## src/rtl/base_sfifo.sv

```systemverilog
// First-word-fall-through synchronous FIFO with valid/ready on both sides.
// Occupancy counter is the single source of full/empty; o_d reads storage at rptr.
module base_sfifo #(
  parameter int width  = 1,
  parameter int depth  = 4,
  parameter int awidth = 2
) (
  input  logic              clk,
  input  logic              reset,
  input  logic              flush,
  input  logic              i_v,
  output logic              i_r,
  input  logic [0:width-1]  i_d,
  output logic              o_v,
  input  logic              o_r,
  output logic [0:width-1]  o_d,
  output logic [0:awidth]   cnt,
  output logic              full,
  output logic              empty,
  output logic              err
);

  localparam logic [awidth:0]   DEPTH_C = (awidth+1)'(depth);
  localparam logic [awidth:0]   CNT_ONE = (awidth+1)'(1);
  localparam logic [awidth-1:0] PTR_ONE = awidth'(1);

  logic [0:width-1]  mem [0:depth-1];
  logic [awidth-1:0] rptr, wptr;
  logic [awidth:0]   count;
  logic              stall_q;
  logic              push, pop, err_set;

  assign full  = (count == DEPTH_C);
  assign empty = (count == '0);
  assign i_r   = ~full;
  assign o_v   = ~empty;
  assign cnt   = count;
  assign o_d   = mem[rptr];

  assign push = i_v & i_r;
  assign pop  = o_v & o_r;

  // stall_q remembers a valid that was offered but refused last cycle
  assign err_set = (o_r & ~o_v) | (stall_q & ~i_v);

  always_ff @(posedge clk) begin
    if (reset || flush) begin
      rptr  <= '0;
      wptr  <= '0;
      count <= '0;
    end else begin
      if (push) wptr <= wptr + PTR_ONE;
      if (pop)  rptr <= rptr + PTR_ONE;
      case ({push, pop})
        2'b10:   count <= count + CNT_ONE;
        2'b01:   count <= count - CNT_ONE;
        default: count <= count;
      endcase
    end
  end

  // Storage is intentionally not reset
  always_ff @(posedge clk) begin
    if (push && !reset && !flush) mem[wptr] <= i_d;
  end

  always_ff @(posedge clk) begin
    if (reset) begin
      err     <= 1'b0;
      stall_q <= 1'b0;
    end else begin
      if (err_set) err <= 1'b1;
      stall_q <= i_v & ~i_r;
    end
  end

endmodule

```

## config.mk

```make
export PLATFORM = sky130hd
export DESIGN_NAME = base_sfifo
export DESIGN_NICKNAME = d
export VERILOG_FILES = /design/src/rtl/base_sfifo.sv
export SDC_FILE = /design/constraint.sdc
export NUM_CORES = 1
export LEC_CHECK = 0
export CELL_PAD_IN_SITES_DETAIL_PLACEMENT = 1
export CELL_PAD_IN_SITES_GLOBAL_PLACEMENT = 1
export CORE_UTILIZATION = 35
export CTS_CLUSTER_DIAMETER = 40
export CTS_CLUSTER_SIZE = 16
export DETAILED_ROUTE_END_ITERATION = 8
export DONT_BUFFER_PORTS = 1
export PLACE_DENSITY_LB_ADDON = 0.1
export SYNTH_ARGS = -nofsm -noshare
export SYNTH_HDL_FRONTEND = slang
export SYNTH_SLANG_ARGS = --single-unit
```

## constraint.sdc

```tcl
create_clock -name clk -period 2.5 [get_ports clk]
set_input_delay 0.375 -clock clk [delete_from_list [all_inputs] [get_ports clk]]
set_output_delay 0.375 -clock clk [all_outputs]
set_load 0.01 [all_outputs]
```

==> results of run 1 <==
==> area by class of cell <==
cell class	instances	area (um^2)	share of cell area [%]
sequential	15	340	43.5
multi-input combinational	42	312	39.8
timing repair buffer	5	37.5	4.80
inverter	9	33.8	4.32
tap	25	31.3	4.00
clock buffer	3	22.5	2.88
clock inverter	1	5.00	0.640
==> per-stage QoR <==
| step | cells | area (um^2) | hold slack, ps |
|---|---|---|---|
| after floorplan | 68 | 696 | 447 |
| after global placement | 96 | 754 | 449 |
| after detailed placement | 96 | 754 | 451 |
| after CTS | 100 | 782 | 142 |
| after global routing | 100 | 782 | 134 |
| final | 100 | 782 | 154 |
==> synth_stat cells, drive strengths merged <==
master and number:
a21oi 4, a221oi 1, and3 4, buf 1, clkbuf 1, dfxtp 11, edfxtp 4, fa 1
ha 5, inv 9, mux4 1, nand2 2, nand3 1, nand4 1, nor2 6, nor2b 1
nor3 2, o21ai 5, o31ai 1, or2 1, or3 2, or3b 1, or4b 1, xor2 2
==> per-layer routing <==
| layer | vias up | part of all wire, % |
|---|---|---|
| li1 | 247 | - |
| met1 | 232 | 44 |
| met2 | 14 | 49 |
| met3 | 2 | 6.1 |
| met4 | 0 | 0.87 |
| met5 | - | 0 |
==> kinds of logic after synthesis <==
family	after synthesis	share of synthesized area, %
simple gates	22	18.3
compound gates	11	8.81
mux	1	3.24
fa+ha+maj	6	11.9
xor+xnor	2	2.52
flops	15	48.9
buf+inv	11	6.29
==> power by group through the flow <==
| stage | sequential, W | clock (W) | combinational (W) |
|---|---|---|---|
| 2_1_floorplan | 0.000267 | 0 | 0.0000323 |
| 3_3_place_gp | 0.000265 | 0 | 0.0000473 |
| 3_5_place_dp | 0.000266 | 0 | 0.0000490 |
| 4_1_cts | 0.000260 | 0.000144 | 0.0000493 |
| 5_1_grt | 0.000261 | 0.000158 | 0.0000558 |
| 6_report | 0.000260 | 0.000137 | 0.0000481 |
==> critical path: stages (launching register included) <==
cell	delay, ps
dfxtp_1	340
or3b_1	390
inv_2	110
nor2_2	70
inv_1	70
ha_1	170
inv_1	70
fa_1	390
xor2_1	160
or3_1	300
a21oi_1	150
==> worst max path at each step <==
| stage | to | slack, ps | cells past startpoint | from |
|---|---|---|---|---|
| after floorplan | cnt[0] | 180 | 11 | cnt[0] |
| after global placement | cnt[0] | 240 | 10 | cnt[1] |
| after detailed placement | cnt[0] | 220 | 10 | cnt[1] |
| after CTS | cnt[0] | 170 | 10 | cnt[1] |
| after global routing | cnt[0] | 40 | 10 | cnt[1] |
| final | cnt[0] | 200 | 10 | cnt[1] |
==> metrics.cfg, run 1 <==
[power_and_ir_drop]
p_sw_w=0.000111
intPower_w=0.000333
combPwrFrac_pct=10.8
p_sw_share_pct=25.0
powerDensity_nw_per_um2=569
finalPower_w=0.000445
pwr-share-clk_pct=30.7
seqPwrFrac_pct=58.4
leakagePower_nw=0.319
vdd_ir_drop_max_v=0.000309

[detailed_routing]
drt_first_iter_violations=5
wl_mm=1.38
wl_per_cell_um=13.8
num_vias=495
antenna_left=0
viasPerCell=4.95
drc=0
first_pass_iters=3

[timing]
grt_setup_unrepaired=false
period_minus_slack_ps=2300
finalMaxSlewViolations=0
min_period_over_period_pct=92.1
tns_ps=0
setup_viol=0
clock_skew_ps=8.02
setup_slack_ps=197
worst_pin_slew_ps=478
hold_viol_final=0
max_freq_ghz=0.434
slew_headroom_pct=68.1

[cts]
cts_root_buffer=clkbuf_4
clk_transition_reported_paths_ps=90
clockBufferDepth=2
cts_max_level=1
cts-resized-gates=0
ctsHoldBuffers=0
postCtsSetupRepairBufs=0
numCtsBuffers=3
clk_latency_ps=280
clock-sinks=15
tritoncts=yes

[critical_path]
r2r_cells=10
rr_endpoint=cnt[0]
cp.required_ps=2710
critPathKind=flip-flop to flip-flop
reg2reg_slack_ps=200
r2r-start=cnt[1]
critical_path.startpoint_type=flip-flop
worstPathArrival_ps=2510
setup.worst_path.end_class=flip-flop
critPathMaxFanout=6

[placement]
pre_cts_slack_ps=217
place_congestion=0.592
portBuffers=0
hpwlAfterDp_mm=1.15

[run]
drv_cap=0

[global_route]
grt_pass1_vias=525
globalRouteMet2Util_pct=25.6
grt_max_degree=10
antenna_found_initial=0
grt_use_met1_pct=17.3
grt_pass1_wl_mm=2.22
overflow=0
grt_usage_pct=15.7
use_met3_pct=8.24
grt.busiest_layer=met2

[synthesis]
synth_cells=68
ys_ff_latch=15
ys.warnings.count=0
yosysTopAreaCell=dfxtp_1
syn_area_um2=696
synth_top_area_share_pct=31.7
synth_cell_type_count=27
avgSynthCellArea_um2=10.2
seq_area_frac_synth_pct=48.9
synth.area.top_cells=dfxtp_1 (32%), edfxtp_1 (17%), ha_1 (9.0%)
synth_nets=80

[run_status]
status=complete, no violations

[floorplan]
rows=15
ioPinCount=15
die_h_um=46.6
start_util_pct=38.6
dieArea_um2=2170
chipWidth_um=46.6
coreArea_um2=1800

[finish]
fill_cells=220
layout_common_cells=dfxtp_1 (11), inv_1 (8)
drive_gt1_share_pct=17.3
final_common_cell=dfxtp_1
syn_to_final_growth_pct=12.4
antenna_cells=0
nNetsFinal=88
fin_util_pct=43.4

[min_path]
holdPathEnd=err
hp-start=reset
hp-class=input pin to flip-flop
hold_depth=1

Note: power is estimated with default switching activity, not from simulation.
==> run 2: changes to the inputs <==
Settings changed: RECOVER_POWER set to 100.
==> metrics.cfg, run 2 (synthesis results as in run 1) <==
[critical_path]
cp.required_ps=2710
worstPathArrival_ps=2510
critical_path.startpoint_type=flip-flop
setup.worst_path.end_class=flip-flop
critPathKind=flip-flop to flip-flop
r2r-start=cnt[1]
critPathMaxFanout=4
reg2reg_slack_ps=190
rr_endpoint=cnt[0]
r2r_cells=9

[min_path]
holdPathEnd=err
hp-start=reset
hold_depth=1
hp-class=input pin to flip-flop

[global_route]
grt_pass1_wl_mm=2.22
overflow=0
grt_usage_pct=15.7
antenna_found_initial=0
grt_pass1_vias=525
grt_max_degree=10

[timing]
finalMaxSlewViolations=0
tns_ps=0
min_period_over_period_pct=92.2
slew_headroom_pct=67.8
max_freq_ghz=0.434
worst_pin_slew_ps=484
clock_skew_ps=8.39
setup_slack_ps=195
grt_setup_unrepaired=false
setup_viol=0
period_minus_slack_ps=2310
hold_viol_final=0

[power_and_ir_drop]
vdd_ir_drop_max_v=0.000309
powerDensity_nw_per_um2=581
intPower_w=0.000329
combPwrFrac_pct=10.0
p_sw_share_pct=25.2
seqPwrFrac_pct=59.0
leakagePower_nw=0.299
pwr-share-clk_pct=31.0
p_sw_w=0.000111

[cts]
ctsHoldBuffers=0
postCtsSetupRepairBufs=0
cts-resized-gates=0
clk_latency_ps=280
cts_max_level=1
cts_root_buffer=clkbuf_4
clockBufferDepth=2
clk_transition_reported_paths_ps=90
clock-sinks=15
tritoncts=yes
numCtsBuffers=3

[floorplan]
chipWidth_um=46.6
die_h_um=46.6
rows=15
coreArea_um2=1800
ioPinCount=15
dieArea_um2=2170
start_util_pct=38.6

[detailed_routing]
wl_mm=1.39
drc=0
viasPerCell=4.92
drt_first_iter_violations=5
first_pass_iters=4
wl_per_cell_um=13.9
num_vias=492
antenna_left=0

[placement]
pre_cts_slack_ps=217
placed_area_um2=754
hpwlAfterDp_mm=1.15
portBuffers=0
place_congestion=0.592

[finish]
syn_to_final_growth_pct=8.99
antenna_cells=0
final_area_um2=758
drive_gt1_share_pct=9.33
final_common_cell=dfxtp_1
layout_common_cells=dfxtp_1 (11), inv_1 (8)
nNetsFinal=88

[run_status]
status=complete, no violations

[run]
drv_cap=0

==> run 2: metal layers <==
metal	track usage, %	part of all wire, %
met1	17.3	44
met2	25.6	48
met3	8.24	6.5
met4	5.29	0.86
met5	0	0
==> run 2: worst max-delay path by stage <==
stage	slack (ps)	to	start	depth (start not counted)
6_report	190	cnt[0]	cnt[1]	9
5_1_grt	40	cnt[0]	cnt[1]	10
4_1_cts	170	cnt[0]	cnt[1]	10
3_5_place_dp	220	cnt[0]	cnt[1]	10
3_3_place_gp	240	cnt[0]	cnt[1]	10
2_1_floorplan	180	cnt[0]	cnt[0]	11
==> run 2: cell type report <==
| class | count | area, um^2 |
|---|---|---|
| Clock buffer | 3 | 22.5 |
| Clock inverter | 1 | 5.00 |
| Fill cell | 222 | 1040 |
| Inverter | 9 | 33.8 |
| Multi-Input combinational cell | 42 | 307 |
| Sequential cell | 15 | 340 |
| Tap cell | 25 | 31.3 |
| Timing Repair Buffer | 5 | 18.8 |
==> run 2: power by group through the flow <==
stage          Sequential, W  Combinational, W  Clock (W)
6_report            0.000260         0.0000441   0.000137
5_1_grt             0.000261         0.0000515   0.000158
4_1_cts             0.000260         0.0000493   0.000144
3_5_place_dp        0.000266         0.0000490          0
3_3_place_gp        0.000265         0.0000473          0
2_1_floorplan       0.000267         0.0000323          0
==> run 2: stage by stage <==
step           total power (W)  util (%)  std cells  hold WS (ps)
2_1_floorplan         0.000299         -         68           447
3_3_place_gp          0.000313      41.9         96           449
3_5_place_dp          0.000315      41.9         96           451
4_1_cts               0.000454      43.4        100           142
5_1_grt               0.000470      42.1        100           134
6_report              0.000440      42.1        100           155
==> run 2: critical path, stage by stage (launching register included) <==
cell,delay [ps]
dfxtp_1,370
clkbuf_1,260
nor3_1,110
nor2b_1,200
ha_1,210
inv_1,70
fa_1,390
xor2_1,160
or3_1,300
a21oi_1,160
